### config.mk
export PLATFORM = sky130hd
export DESIGN_NAME = exc_ctrl
export DESIGN_NICKNAME = d
export VERILOG_FILES = /design/src/rtl/exc_ctrl.sv
export SDC_FILE = /design/constraint.sdc
export NUM_CORES = 1
export LEC_CHECK = 0
export CORE_MARGIN = 2
export CORE_UTILIZATION = 41
export DETAILED_ROUTE_END_ITERATION = 6
export PLACE_DENSITY = 0.83
export SYNTH_ARGS = -nofsm -noshare
export SYNTH_HDL_FRONTEND = slang
export SYNTH_SLANG_ARGS = --single-unit
### constraint.sdc
create_clock -name clk -period 4.1 [get_ports clk]
set_input_delay 0.82 -clock clk [delete_from_list [all_inputs] [get_ports clk]]
set_output_delay 0.82 -clock clk [all_outputs]
set_load 0.1 [all_outputs]
### src/rtl/exc_ctrl.sv
// Exception/interrupt controller between MEM and CP0: prioritises sources,
// waits for the data bus, pulses one commit code with flush, then redirects fetch.
`ifndef EXC_TYPE_DEFS
`define EXC_TYPE_DEFS
`define EXC_TYPE_BUS  4:0
`define EXC_TYPE_NONE 5'd0
`define EXC_TYPE_INT  5'd1
`define EXC_TYPE_IF   5'd2
`define EXC_TYPE_RI   5'd3
`define EXC_TYPE_OV   5'd4
`define EXC_TYPE_BP   5'd5
`define EXC_TYPE_SYS  5'd6
`define EXC_TYPE_ADEL 5'd7
`define EXC_TYPE_ADES 5'd8
`define EXC_TYPE_ERET 5'd9
`endif

module exc_ctrl #(
    parameter int unsigned         ADDR_W     = 32,
    parameter logic [ADDR_W-1:0]   EXC_VECTOR = ADDR_W'(32'hBFC00380)
) (
    input  logic                  clk,
    input  logic                  reset,
    input  logic                  mem_valid_i,
    input  logic [ADDR_W-1:0]     mem_pc_i,
    input  logic                  mem_in_delayslot_i,
    input  logic [ADDR_W-1:0]     mem_badaddr_i,
    input  logic                  exc_if_i,
    input  logic                  exc_ri_i,
    input  logic                  exc_ov_i,
    input  logic                  exc_bp_i,
    input  logic                  exc_sys_i,
    input  logic                  exc_adel_i,
    input  logic                  exc_ades_i,
    input  logic                  eret_i,
    input  logic [ADDR_W-1:0]     status_i,
    input  logic [ADDR_W-1:0]     cause_i,
    input  logic [ADDR_W-1:0]     epc_i,
    input  logic                  data_busy_i,
    input  logic                  pc_ready_i,
    output logic [`EXC_TYPE_BUS]  exception_type_o,
    output logic [ADDR_W-1:0]     cp0_pc_o,
    output logic                  cp0_delayslot_o,
    output logic [ADDR_W-1:0]     cp0_badvaddr_o,
    output logic                  stall_o,
    output logic                  flush_o,
    output logic                  redirect_valid_o,
    output logic [ADDR_W-1:0]     new_pc_o
);

    typedef enum logic [1:0] {
        IDLE     = 2'd0,
        WAIT_BUS = 2'd1,
        FLUSH    = 2'd2,
        REDIRECT = 2'd3
    } state_t;

    state_t state, state_next;

    logic [`EXC_TYPE_BUS] code_q;
    logic [ADDR_W-1:0]    pc_q;
    logic                 ds_q;
    logic [ADDR_W-1:0]    badv_q;
    logic [ADDR_W-1:0]    tgt_q;

    logic                 int_pend;
    logic                 any_src;
    logic                 detect;
    logic [`EXC_TYPE_BUS] det_code;
    logic [ADDR_W-1:0]    det_badv;
    logic [ADDR_W-1:0]    det_tgt;

    // Status/Cause bits outside IE/EXL/IM/IP play no role here
    logic unused_bits;
    assign unused_bits = ^{status_i[ADDR_W-1:16], status_i[7:2],
                           cause_i[ADDR_W-1:16], cause_i[7:0]};

    assign int_pend = status_i[0] & ~status_i[1] & (|(cause_i[15:8] & status_i[15:8]));
    assign any_src  = int_pend | exc_if_i | exc_ri_i | exc_ov_i | exc_bp_i
                    | exc_sys_i | exc_adel_i | exc_ades_i | eret_i;
    assign detect   = reset & (state == IDLE) & mem_valid_i & any_src;

    // Fixed-priority source selection and badvaddr/target choice
    always_comb begin
        det_code = `EXC_TYPE_NONE;
        det_badv = '0;
        det_tgt  = EXC_VECTOR;
        if (int_pend)        det_code = `EXC_TYPE_INT;
        else if (exc_if_i)   begin det_code = `EXC_TYPE_IF;   det_badv = mem_pc_i;      end
        else if (exc_ri_i)   det_code = `EXC_TYPE_RI;
        else if (exc_ov_i)   det_code = `EXC_TYPE_OV;
        else if (exc_bp_i)   det_code = `EXC_TYPE_BP;
        else if (exc_sys_i)  det_code = `EXC_TYPE_SYS;
        else if (exc_adel_i) begin det_code = `EXC_TYPE_ADEL; det_badv = mem_badaddr_i; end
        else if (exc_ades_i) begin det_code = `EXC_TYPE_ADES; det_badv = mem_badaddr_i; end
        else if (eret_i)     begin det_code = `EXC_TYPE_ERET; det_tgt  = epc_i;         end
    end

    always_ff @(posedge clk) begin
        if (!reset) state <= IDLE;
        else        state <= state_next;
    end

    // Commit context is captured only at detection and frozen until the next one
    always_ff @(posedge clk) begin
        if (!reset) begin
            code_q <= `EXC_TYPE_NONE;
            pc_q   <= '0;
            ds_q   <= 1'b0;
            badv_q <= '0;
            tgt_q  <= '0;
        end else if (detect) begin
            code_q <= det_code;
            pc_q   <= mem_pc_i;
            ds_q   <= mem_in_delayslot_i;
            badv_q <= det_badv;
            tgt_q  <= det_tgt;
        end
    end

    always_comb begin
        state_next       = state;
        exception_type_o = `EXC_TYPE_NONE;
        cp0_pc_o         = '0;
        cp0_delayslot_o  = 1'b0;
        cp0_badvaddr_o   = '0;
        stall_o          = 1'b0;
        flush_o          = 1'b0;
        redirect_valid_o = 1'b0;
        new_pc_o         = '0;
        case (state)
            IDLE: begin
                stall_o = detect;
                if (detect) state_next = data_busy_i ? WAIT_BUS : FLUSH;
            end
            WAIT_BUS: begin
                stall_o = 1'b1;
                if (!data_busy_i) state_next = FLUSH;
            end
            FLUSH: begin
                exception_type_o = code_q;
                cp0_pc_o         = pc_q;
                cp0_delayslot_o  = ds_q;
                cp0_badvaddr_o   = badv_q;
                flush_o          = 1'b1;
                stall_o          = 1'b1;
                state_next       = REDIRECT;
            end
            REDIRECT: begin
                redirect_valid_o = 1'b1;
                new_pc_o         = tgt_q;
                stall_o          = 1'b1;
                if (pc_ready_i) state_next = IDLE;
            end
            default: state_next = IDLE;
        endcase
    end

endmodule

After elaboration in Yosys (flattened, before gate mapping)
Cells that the tools add are included.
W data, S select, Z words.
{"block": "word_totals", "ff_bits": 104, "latchBits": 0, "ramBits": 0, "rom_bits": 0, "inputBits": 174, "output_inout_bits": 105, "word_cells": 70, "mem_count": 0}
{"block": "classes", "add_sub_neg": 0, "multipliers": 0, "div": 0, "magnitude_cmp": 0, "n_eq_ne": 6, "n_shift": 0, "mux": 39, "bitwise_logic": 15, "reduce_logical": 4}
{"op": "$mux W32", "n": 20}
{"op": "$mux W4", "n": 9}
{"op": "$and A8 B8 Y8", "n": 1}
{"op": "$mux W2", "n": 4}
{"op": "$or A1 B1 Y1", "n": 8}
{"op": "$pmux W2 S4", "n": 1}
{"op": "$reduce_or A8 Y1", "n": 1}
{"op": "$ne A2 B2 Y1 const B", "n": 3}
{"op": "$and A1 B1 Y1", "n": 5}
{"op": "$mux W5", "n": 1}
{"op": "$eq A2 B2 Y1 const B", "n": 2}
{"op": "$mux W1", "n": 3}
{"op": "$reduce_and A3 Y1", "n": 1}
{"op": "$reduce_or A3 Y1", "n": 1}
{"op": "$eq A2 B1 Y1 const B", "n": 1}
{"op": "$logic_not A2 Y1", "n": 1}
{"op": "$pmux W1 S2", "n": 1}
{"op": "$not A1 Y1", "n": 1}

Longest topological paths before layout
Gate-level depths: netlist (run 1).
{"block": "depth", "depth_word": 14, "depth_mapped": 8, "ltp_nobuf": 6}

Worst setup path before layout (run 1)
OpenSTA, ideal clock, no wires.
{"block": "synth_path", "kind": "reg-to-output", "startpoint": "register state[0]", "endpoint": "output port cp0_pc_o[23]", "t_arrival_ns": 2.567, "t_required_ns": 3.280, "path_slack_ns": 0.713, "stages_incl_launch_ff": 6, "n_path_buf": 2, "cell_sequence": "dfxtp_1 -> inv_1 -> ha_1 -> clkbuf_1 -> clkbuf_1 -> and2_1"}
{"block": "synth_via", "elab_chain_cells": 2}
{"item": "from (decl)", "line_no": "58", "source": "state_t state, state_next;"}
{"item": "from (signal assigned)", "line_no": "101", "source": "else state <= state_next;"}
{"item": "$eq A2 B2 Y1", "line_no": "131", "source": "case (state)"}
{"item": "$mux W32", "line_no": "131"}
{"item": "to (decl)", "line_no": "42", "source": "output logic [ADDR_W-1:0] cp0_pc_o,"}
Every way passes these cells.

Final worst setup path (run 1)
{"block": "layout_path", "startpoint": "input port exc_ov_i", "endpoint": "output port stall_o"}
{"block": "layout_via", "elab_chain_cells": 8}
{"item": "from (decl)", "line_no": "30", "source": "input logic exc_ov_i,"}
{"item": "$or A1 B1 Y1 (2 in a row)", "line_no": "79", "source": "assign any_src = int_pend | exc_if_i | exc_ri_i | exc_ov_i | exc_bp_i"}
{"item": "$or A1 B1 Y1 (4 in a row)", "line_no": "80", "source": "| exc_sys_i | exc_adel_i | exc_ades_i | eret_i;"}
{"item": "$and A1 B1 Y1", "line_no": "81", "source": "assign detect = reset & (state == IDLE) & mem_valid_i & any_src;"}
{"item": "$pmux W1 S2", "line_no": "131"}
{"item": "to (decl)", "line_no": "45", "source": "output logic stall_o,"}
Every way passes these cells.

==> results.rst, run 1 <==
.. list-table::
   :header-rows: 1

   * - Metric
     - Value
   * - Lkg Pwr
     - around 3 nW
   * - Horizontal extent of the die
     - ~110 um
   * - Nature of the critical path endpoint
     - output port
   * - Via density per instance
     - about 5.3
   * - Fill count
     - around 960
   * - Core utilization of the finished layout
     - between 60% and 70%
   * - Sequential cell area in the final layout
     - ~2100 sq um
   * - Crit path max fanout
     - 3
   * - Routed WL per cell
     - 16.2 um
   * - Pin count of the biggest net entering global routing
     - 72
   * - Maximum vdd drop
     - between 300 and 400 uV
   * - Number of buffers inserted by port buffering
     - ~230
   * - Share of the cycle needed by the critical path after routing
     - approximately 84%
   * - Setup TNS
     - 0 ps
   * - Outcome
     - finished, final reports clean
   * - Post-Place Worst Slack
     - roughly 680 ps
   * - Die Footprint
     - approximately 12000 sq um
   * - CP Data Arrival Time
     - 2610 ps
   * - Worst Path Class, Setup
     - input pin to output port
   * - I/O pin cnt
     - 279
   * - Crit start category
     - input pin
   * - Detailed router's first-iteration violation count
     - 269
   * - Share of final-layout standard cells stronger than drive strength 1
     - 18.3%
   * - Number of standard-cell rows in the floorplan
     - 39
   * - Via count of the first global-routing pass
     - between 4000 and 5000
   * - Clock Latency Late Sink
     - ~340 ps
   * - Clock Skew
     - approximately 10 ps
   * - Gr busiest metal
     - met2
   * - Count of H-tree levels built during CTS
     - 3
   * - Prevailing post-synth register cell
     - sky130_fd_sc_hd__dfxtp_1
   * - Max-capacitance violation count
     - 0
   * - Number of distinct standard cells referenced by the synthesized netlist
     - 38
   * - Min cycle time layout
     - roughly 3400 ps
   * - Worst-margin pin slew
     - 1090 ps
   * - First-pass GRT wire length
     - between 20 and 25 mm
   * - Drt pass-1 iters
     - 4
   * - TritonCTS sink count
     - a little over 100
   * - Number of enable flip-flop cells after synthesis
     - 0
   * - Remaining DRCs
     - 0
   * - CTS tree
     - built
   * - Standard cell core area
     - about 11000 sq um
   * - Count of cells resized by post-cts repair
     - 0
   * - Number of setup violations in the final report
     - 0
   * - Hold Violations, Final
     - 0
   * - Post-route worst hold slack
     - between 400 and 500 ps
   * - Worst min path class
     - flip-flop to flip-flop
   * - GR Util met1
     - between 20 and 30%
   * - Maximum clock path buffer count
     - 2
   * - Initial antenna violation count
     - 0
   * - Placed wire-length estimate
     - 10.6 mm
   * - Overall power of the completed layout
     - roughly 3.5 mW
   * - Area growth from synthesis to layout
     - 51.8%
   * - Die height
     - ~110 um
   * - Total Nets Final
     - between 900 and 1000
   * - Achievable frequency
     - slightly below 300 MHz
   * - Cells after Synth
     - approximately 570
   * - Area occupied by multi-input gates
     - ~2500 sq um
   * - Number of register bits inferred by synthesis
     - 103
   * - Register clock-pin slew on the reported worst setup and hold paths
     - about 60 ps
   * - Total of warnings raised by yosys
     - 0
   * - Final RePlAce weighted congestion
     - between 0.8 and 0.9
   * - CTS Root Cell
     - sky130_fd_sc_hd__clkbuf_16
   * - Portion of synthesized cell area occupied by the leading cell type
     - 43.7%
   * - Fin worst setup slack
     - ~670 ps
   * - Total power divided by cell area
     - 487 nW/um^2
   * - Unrepaired setup endpoints after global routing
     - false
   * - Total track usage
     - between 20% and 30%
   * - Met2 global-route usage
     - between 40 and 50%
   * - GR Overflow Total
     - 0
   * - Netlist Area Pre-Place
     - about 4700 sq um
   * - Starting Density
     - a little over two fifths
   * - Number of nets produced by synthesis
     - approximately 750
   * - Dominant cell type by area after synthesis
     - sky130_fd_sc_hd__dfxtp_1
   * - Number of buffers added by the clock tree synthesis step
     - 9
   * - Max_slew headroom
     - roughly 27%
   * - Antenna diodes
     - 0
   * - Setup bufs post-CTS
     - 0
   * - Avg Cell Area, Syn
     - ~8.3 sq um
   * - FFs w/ async S/R, synth
     - 0%
   * - Slew Viols, Final
     - 0
   * - Number of buffers inserted by hold repair at cts
     - 0
   * - Met3 track demand over resource
     - 7.16%
   * - Proportion of synthesized chip area in sequential cells
     - between 40 and 50%
   * - Critical path required time
     - between 3000 and 4000 ps
   * - Via count
     - approximately 4800
   * - Top area cells in the synthesized netlist
     - sky130_fd_sc_hd__dfxtp_1 44%, sky130_fd_sc_hd__and2_1 14%, sky130_fd_sc_hd__nand2_1 5.8%, sky130_fd_sc_hd__a22oi_1 5.7%, sky130_fd_sc_hd__a211oi_1 5.1%
   * - Number of nets with antenna violations after detailed routing
     - 0
   * - Detailed-route wire length
     - 14.8 mm
[logic make-up after synthesis]
family / share of synthesized area (%)
compound gates: 24.5
fa+ha+maj: 1.33
buf+inv: 5.06
flops: 43.7
mux: 0.875
other cells: 0.0794
simple gates: 24.4
[area by class of cell]
cell class | count | share of cell area (%)
timing repair buffer | 239 | 29.6
multi-input combinational | 409 | 34.4
clock inverter | 6 | 1.17
tap | 143 | 2.50
clock buffer | 10 | 3.34
inverter | 4 | 0.210
sequential | 103 | 28.8
[sequential cells by signal, summed over array words and instances, names as in the netlist]
name	flops
code_q	4
state	2
pc_q	32
tgt_q	32
badv_q	32
ds_q	1
[synthesized netlist by cell type, drive strengths merged (2+ instances only)]
cell type	instances
a211oi	32
a21oi	15
a22o	20
a22oi	36
a31oi	3
and2	102
and3	2
buf	14
clkbuf	37
dfxtp	103
ha	5
inv	4
mux2i	3
nand2	73
nand2b	2
nand3	2
nor2	38
nor2b	3
o21ai	48
o21bai	2
o22ai	12
[layout by cell type (no fill, tap or decap), types with 14 or more instances in the layout]
master                            netlist  layout
sky130_fd_sc_hd__a22o_1                20      20
sky130_fd_sc_hd__a22oi_1               36      36
sky130_fd_sc_hd__buf_4                  1     111
sky130_fd_sc_hd__and2_1               102     102
sky130_fd_sc_hd__o21ai_0               47      47
sky130_fd_sc_hd__nor2_1                38      38
sky130_fd_sc_hd__nand2_1               73      73
sky130_fd_sc_hd__clkdlybuf4s50_1        0     126
sky130_fd_sc_hd__dfxtp_1              103     103
sky130_fd_sc_hd__a211oi_1              32      32
sky130_fd_sc_hd__a21oi_1               15      14
[per-layer routing]
layer | share of wire [%] | routed length, um
met5 | 0 | 0
met4 | 1.4 | 214
met3 | 9.2 | 1360
met2 | 49 | 7310
met1 | 40 | 5930
[final timing paths]
path | slack, ps | start | to | cells past startpoint
worst max register to register | 1460 | state[0] | badv_q[11] | 7
worst max-delay path | 670 | exc_ov_i | stall_o | 6
worst min-delay path | 460 | pc_q[30] | pc_q[30] | 2
worst min register to register | 460 | pc_q[30] | pc_q[30] | 2
[per-stage QoR]
stage          area (sq um)  std cells
3_3_place_gp           6840        898
4_1_cts                7170        914
6_report               7170        914
3_5_place_dp           6840        898
2_1_floorplan          4720        567
5_1_grt                7170        914
[where the power goes]
part	leakage (nW)	switching [mW]	total [mW]	internal (mW)
sequential	0.844	0.0859	1.25	1.17
clock	0.162	0.364	0.914	0.550
combinational	1.94	0.916	1.33	0.411
total	2.95	1.37	3.49	2.13
[critical path: stages]
cell,delay (ps)
sky130_fd_sc_hd__clkdlybuf4s50_1,440
sky130_fd_sc_hd__or4_4,570
sky130_fd_sc_hd__nor3_4,250
sky130_fd_sc_hd__a31oi_4,120
sky130_fd_sc_hd__nand2b_1,220
sky130_fd_sc_hd__buf_12,180
Power figures use the tool's default switching activity.
==> run 2, diff against run 1 <==
--- a/config.mk
+++ b/config.mk
@@ -6,9 +6,9 @@
 export NUM_CORES = 1
 export LEC_CHECK = 0
 export CORE_MARGIN = 2
-export CORE_UTILIZATION = 41
+export CORE_UTILIZATION = 38
 export DETAILED_ROUTE_END_ITERATION = 6
-export PLACE_DENSITY = 0.83
+export PLACE_DENSITY = 0.78
 export SYNTH_ARGS = -nofsm -noshare
 export SYNTH_HDL_FRONTEND = slang
 export SYNTH_SLANG_ARGS = --single-unit
==> constraint.sdc (replaced) <==
create_clock -name clk -period 3.35 [get_ports clk]
set_input_delay 0.67 -clock clk [delete_from_list [all_inputs] [get_ports clk]]
set_output_delay 0.67 -clock clk [all_outputs]
set_load 0.1 [all_outputs]
==> run 2 against run 1 <==
  * Non-clock buffer count up 3
  * Wire length up 2.0%
  * Utilization down 3.4 points
  * Setup slack worse by 460 ps
  * Clock-buffer cell count up 2
  * Clock power up 12%
  * Global-route usage down 1.6 points
  * Sequential power up 22%
  * Worst hold slack worse by 7.0 ps
  * Total power up 21%
  * Sequential share of layout area down 0.22 points
  * Largest cell class unchanged
  * Highest routed layer unchanged
==> results.rst, run 2 (same netlist as run 1, synthesis figures left out) <==
.. list-table::
   :header-rows: 1

   * - Metric
     - Value
   * - Routed WL per cell
     - 16.0 um
   * - Max-capacitance violation count
     - 0
   * - Number of buffers inserted by hold repair at cts
     - 0
   * - Min cycle time layout
     - 3140 ps
   * - Initial antenna violation count
     - 0
   * - Remaining DRCs
     - 0
   * - Final RePlAce weighted congestion
     - 0.795
   * - Horizontal extent of the die
     - about 120 um
   * - CP Data Arrival Time
     - roughly 2500 ps
   * - Count of H-tree levels built during CTS
     - 3
   * - Largest registers in the final layout
     - badv_q: 32 flops, pc_q: 32 flops, tgt_q: 32 flops
   * - Sw power
     - about 1.7 mW
   * - Outcome
     - finished, final reports clean
   * - Clock Skew
     - 5.70 ps
   * - Starting Density
     - between 30 and 40%
   * - P_int
     - 2.51 mW
   * - Count of cells resized by post-cts repair
     - 0
   * - Clock Latency Late Sink
     - 350 ps
   * - Placed wire-length estimate
     - 10.8 mm
   * - Logic pwr share
     - approximately two fifths
   * - Detailed-route wire length
     - roughly 15 mm
   * - Non-filler instance count after layout
     - roughly 940
   * - End point of the critical path
     - stall_o
   * - Share of total power consumed by net switching
     - between 40% and 50%
   * - Slew Viols, Final
     - 0
   * - Clock network power share
     - between 20% and 30%
   * - Number of nets with antenna violations after detailed routing
     - 0
   * - Number of buffers added by the clock tree synthesis step
     - 9
   * - Share of final-layout standard cells stronger than drive strength 1
     - between 10% and 20%
   * - Worst reg2reg startpoint
     - state[1]
   * - Setup bufs post-CTS
     - 0
   * - Via density per instance
     - 5.14
   * - Lkg Pwr
     - 2.95 nW
   * - Pin count of the biggest net entering global routing
     - between 60 and 70
   * - TritonCTS sink count
     - ~100
   * - Core utilization of the finished layout
     - approximately 60%
   * - Commonest non-fill, non-tap cell in the layout
     - sky130_fd_sc_hd__clkdlybuf4s50_1
   * - Worst-margin pin slew
     - slightly below 900 ps
   * - Number of setup violations in the final report
     - 0
   * - Nature of the critical path endpoint
     - output port
   * - Most frequent cells in the layout
     - 126 x sky130_fd_sc_hd__clkdlybuf4s50_1, 111 x sky130_fd_sc_hd__buf_4, 103 x sky130_fd_sc_hd__dfxtp_1
   * - Die height
     - 115 um
   * - Number of standard-cell rows in the floorplan
     - 40
   * - Number of buffers inserted by port buffering
     - 231
   * - Die Footprint
     - approximately 13000 sq um
   * - Standard cell core area
     - about 12000 sq um
   * - Total power divided by cell area
     - 584 nW/um^2
   * - CTS tree
     - built
   * - Cells after DPL
     - 926
   * - Overall power of the completed layout
     - 4.22 mW
   * - Achievable frequency
     - 319 MHz
   * - Area growth from synthesis to layout
     - 53.0%
   * - Unrepaired setup endpoints after global routing
     - false
   * - Flop-to-flop setup slack
     - between 1000 and 1500 ps
   * - Antenna diodes
     - 0
   * - Max_slew headroom
     - around 41%
   * - Detailed router's first-iteration violation count
     - 240
   * - First-pass GRT wire length
     - about 23 mm
   * - Worst Path Class, Setup
     - input pin to output port
   * - Total Nets Final
     - 948
   * - Via count of the first global-routing pass
     - 4667
   * - Fin worst setup slack
     - 211 ps
   * - GR Overflow Total
     - 0
   * - Maximum clock path buffer count
     - 2
   * - Crit path max fanout
     - 3
   * - Setup TNS
     - 0 ps
   * - Via count
     - between 4000 and 5000
   * - Hold Violations, Final
     - 0
   * - Worst reg2reg path endpoint
     - tgt_q[30]
   * - Maximum vdd drop
     - roughly 370 uV
   * - Total track usage
     - approximately 22%
   * - Proportion of power drawn by flip-flops and latches
     - a little over a third
   * - I/O pin cnt
     - around 280
   * - Drt pass-1 iters
     - 5
   * - Crit start category
     - input pin
   * - CTS Root Cell
     - sky130_fd_sc_hd__clkbuf_16
   * - Critical path required time
     - around 2700 ps
   * - Worst min path class
     - flip-flop to flip-flop
   * - Beginning of the critical path
     - exc_ov_i
   * - R2r worst-path depth
     - 8
   * - Share of the cycle needed by the critical path after routing
     - approximately 94%
   * - Post-Place Worst Slack
     - approximately 210 ps
   * - Register clock-pin slew on the reported worst setup and hold paths
     - approximately 70 ps
run 2: cell types whose count changed in the layout (fill, tap and decap cells not counted):
cell                         previous run  this run
sky130_fd_sc_hd__buf_12                 1         4
sky130_fd_sc_hd__clkinv_4               1         2
sky130_fd_sc_hd__clkbuf_1               0         1
sky130_fd_sc_hd__clkinvlp_4             0         1
sky130_fd_sc_hd__clkbuf_8               1         2
sky130_fd_sc_hd__bufinv_16              2         0
sky130_fd_sc_hd__clkinv_2               3         1
run 2: worst max-delay path, stage by stage:
cell and delay (ps):
sky130_fd_sc_hd__clkdlybuf4s50_1 440, sky130_fd_sc_hd__or4_4 590, sky130_fd_sc_hd__nor3_4 260, sky130_fd_sc_hd__a31oi_4 120
sky130_fd_sc_hd__nand2b_1 200, sky130_fd_sc_hd__buf_12 180
run 2: metrics by stage:
stage	hold WS [ps]	cell area, sq um
6_report	452	7220
5_1_grt	473	7220
3_5_place_dp	446	6930
4_1_cts	456	7220
3_3_place_gp	440	6930
2_1_floorplan	431	4720
run 2: final cells by class:
cell class                      count  area [sq um]
Clock buffer                       12           256
Clock inverter                      4          30.0
Fill cell                        1062          4840
Inverter                            4          15.0
Multi-Input combinational cell    409          2470
Sequential cell                   103          2060
Tap cell                          168           210
Timing Repair Buffer              242          2180
run 2: power groups by stage:
stage	logic, mW	clock network (mW)	registers (mW)
after CTS	1.67	1.04	1.53
after global placement	1.63	0	1.54
after detailed placement	1.67	0	1.55
final	1.66	1.02	1.53
after global routing	1.78	1.09	1.56
after floorplan	1.18	0	1.52
run 2: worst min-delay path by stage:
stage             start       end  slack (ps)  depth (start not counted)
2_1_floorplan      ds_q      ds_q         430                          2
3_3_place_gp   pc_q[19]  pc_q[19]         440                          2
3_5_place_dp    pc_q[3]   pc_q[3]         450                          2
4_1_cts        pc_q[23]  pc_q[23]         460                          2
5_1_grt         pc_q[3]   pc_q[3]         470                          2
6_report        pc_q[3]   pc_q[3]         450                          2
run 2: metal layers:
layer  vias up  routed length (um)  global-route usage [%]
met3        26                1390                    7.06
met2       214                7110                    38.0
li1       2374                   -                       -
met1      2224                6240                    25.1
met5         -                   0                       0
met4         0                 373                    9.88
==> run 3, diff against run 2 <==
--- a/config.mk
+++ b/config.mk
@@ -5,6 +5,7 @@
 export SDC_FILE = /design/constraint.sdc
 export NUM_CORES = 1
 export LEC_CHECK = 0
+export CORE_ASPECT_RATIO = 1.2
 export CORE_MARGIN = 2
 export CORE_UTILIZATION = 38
 export DETAILED_ROUTE_END_ITERATION = 6
==> run 3 against run 2 <==
  * Combinational power barely moved
  * Register-to-register slack barely moved
  * Clock power fell by 4%
  * Via count fell by 1.7%
  * Utilization fell by 0.35 points
  * Clock skew rose by 1.9 ps
  * Setup slack improved by 100 ps
  * First-iteration DRC count fell by 27%
  * Total power fell by 1.1%
  * Sequential power barely moved
  * Critical path depth did not move
  * Worst hold slack improved by 7.3 ps
  * Critical path type unchanged
==> results.rst, run 3 (same netlist as run 1, synthesis figures left out) <==
.. list-table::
   :header-rows: 1

   * - Metric
     - Value
   * - Outcome
     - finished, final reports clean
   * - Area occupied by multi-input gates
     - 2470 sq um
   * - CTS Root Cell
     - sky130_fd_sc_hd__clkbuf_16
   * - Post-Place Worst Slack
     - around 310 ps
   * - Slew Viols, Final
     - 0
   * - Nature of the critical path endpoint
     - output port
   * - Critical path required time
     - around 2700 ps
   * - Via count of the first global-routing pass
     - between 4000 and 5000
   * - Proportion of power drawn by flip-flops and latches
     - between 30% and 40%
   * - Maximum clock path buffer count
     - 2
   * - Sequential cell area in the final layout
     - between 2000 and 2500 sq um
   * - Share of the cycle needed by the critical path after routing
     - roughly nine tenths
   * - Register clock-pin slew on the reported worst setup and hold paths
     - 70 ps
   * - Number of buffers inserted by port buffering
     - between 200 and 250
   * - Largest registers in the final layout
     - badv_q: 32 flops, pc_q: 32 flops, tgt_q: 32 flops
   * - Lkg Pwr
     - ~2.9 nW
   * - Worst min path class
     - flip-flop to flip-flop
   * - Setup TNS
     - 0 ps
   * - CP Data Arrival Time
     - around 2400 ps
   * - Fin worst setup slack
     - about 320 ps
   * - Number of buffers added by the clock tree synthesis step
     - 9
   * - Commonest non-fill, non-tap cell in the layout
     - sky130_fd_sc_hd__clkdlybuf4s50_1
   * - Number of buffers inserted by hold repair at cts
     - 0
   * - Routed WL per cell
     - 15.1 um
   * - Number of setup violations in the final report
     - 0
   * - CTS tree
     - built
   * - Min cycle time layout
     - between 3000 and 4000 ps
   * - Area growth from synthesis to layout
     - 52.7%
   * - Clock network power share
     - about a quarter
   * - Final RePlAce weighted congestion
     - between 0.7 and 0.8
   * - Count of cells resized by post-cts repair
     - 0
   * - Worst reg2reg startpoint
     - state[0]
   * - Most frequent cells in the layout
     - 126 x sky130_fd_sc_hd__clkdlybuf4s50_1, 114 x sky130_fd_sc_hd__buf_4, 103 x sky130_fd_sc_hd__dfxtp_1
   * - Standard cell core area
     - around 12000 sq um
   * - Detailed-route wire length
     - between 10 and 15 mm
   * - Min-Delay Startpoint
     - pc_q[19]
   * - Maximum vdd drop
     - between 400 and 500 uV
   * - Cells after DPL
     - slightly above 900
   * - Starting Density
     - about two fifths
   * - Die Footprint
     - between 10000 and 15000 sq um
   * - Horizontal extent of the die
     - between 100 and 150 um
   * - Remaining DRCs
     - 0
   * - Count of H-tree levels built during CTS
     - 3
   * - Unrepaired setup endpoints after global routing
     - false
   * - I/O pin cnt
     - around 280
   * - Crit start category
     - input pin
   * - Total power divided by cell area
     - 578 nW/um^2
   * - Setup bufs post-CTS
     - 0
   * - Antenna diodes
     - 0
   * - P_int
     - 2.47 mW
   * - First-pass GRT wire length
     - between 20 and 25 mm
   * - Placed wire-length estimate
     - 9.95 mm
   * - Pin count of the biggest net entering global routing
     - 69
   * - Share of total power consumed by net switching
     - between 40 and 50%
   * - Initial antenna violation count
     - 0
   * - Worst Path Class, Setup
     - input pin to output port
   * - GR Overflow Total
     - 0
   * - Total Nets Final
     - 950
   * - Clock Latency Late Sink
     - ~340 ps
   * - Overall power of the completed layout
     - 4.17 mW
   * - Via count
     - between 4000 and 5000
   * - Number of standard-cell rows in the floorplan
     - 44
   * - Fill count
     - 1074
   * - Worst-margin pin slew
     - around 850 ps
   * - Logic pwr share
     - roughly two fifths
   * - Max-capacitance violation count
     - 0
   * - TritonCTS sink count
     - ~100
   * - Max_slew headroom
     - 43.6%
   * - Detailed router's first-iteration violation count
     - 176
   * - Crit path max fanout
     - 3
   * - Beginning of the critical path
     - exc_ov_i
   * - Total track usage
     - between 20% and 30%
   * - Sw power
     - roughly 1.7 mW
   * - Number of nets with antenna violations after detailed routing
     - 0
   * - Achievable frequency
     - 330 MHz
   * - Clock Skew
     - approximately 7.6 ps
   * - Non-filler instance count after layout
     - ~940
   * - Hold Violations, Final
     - 0
   * - Share of final-layout standard cells stronger than drive strength 1
     - roughly a fifth
   * - Die height
     - about 130 um
   * - Via density per instance
     - about 5.1
   * - Drt pass-1 iters
     - 4
==> run 3: through the flow <==
step                utilization (%)  hold WS (ps)  cell area [sq um]
global placement               57.2           440               6930
global route                   59.5           471               7210
finish                         59.5           459               7210
CTS                            59.5           462               7210
floorplan                         -           431               4720
detailed placement             57.2           450               6930
==> run 3: power by group through the flow <==
stage / Combinational, mW / Sequential (mW) / Clock [mW]
after floorplan: 1.18 / 1.52 / 0
after global placement: 1.64 / 1.54 / 0
after detailed placement: 1.67 / 1.55 / 0
after CTS: 1.68 / 1.53 / 1.01
after global routing: 1.78 / 1.55 / 1.06
final: 1.66 / 1.53 / 0.981
==> run 3: worst max-delay path: stages <==
cell and delay, ps:
sky130_fd_sc_hd__clkdlybuf4s50_1 450, sky130_fd_sc_hd__or4_4 570, sky130_fd_sc_hd__nor3_4 180, sky130_fd_sc_hd__a31oi_4 110
sky130_fd_sc_hd__nand2b_1 200, sky130_fd_sc_hd__buf_12 180
==> run 3: layout make-up <==
| cell class | instances | area share [%] |
|---|---|---|
| Sequential cell | 103 | 28.6 |
| Clock buffer | 9 | 3.12 |
| Timing Repair Buffer | 244 | 30.3 |
| Inverter | 4 | 0.208 |
| Clock inverter | 7 | 0.764 |
| Multi-Input combinational cell | 409 | 34.2 |
| Tap cell | 161 | 2.79 |
==> run 3: path summary, 6_finish.rpt <==
kind / endpoint / slack [ps] / cells after the start
max: stall_o / 320 / 6
min: pc_q[19] / 460 / 2
max reg2reg: tgt_q[30] / 1180 / 8
min reg2reg: pc_q[19] / 460 / 2
==> run 3: routing by layer <==
| metal | part of all wire, % | track usage (%) | vias up |
|---|---|---|---|
| met1 | 42 | 25.3 | 2175 |
| met5 | 0 | 0 | - |
| met4 | 2.1 | 7.35 | 0 |
| li1 | - | - | 2368 |
| met3 | 9.0 | 7.25 | 21 |
| met2 | 47 | 35.9 | 191 |
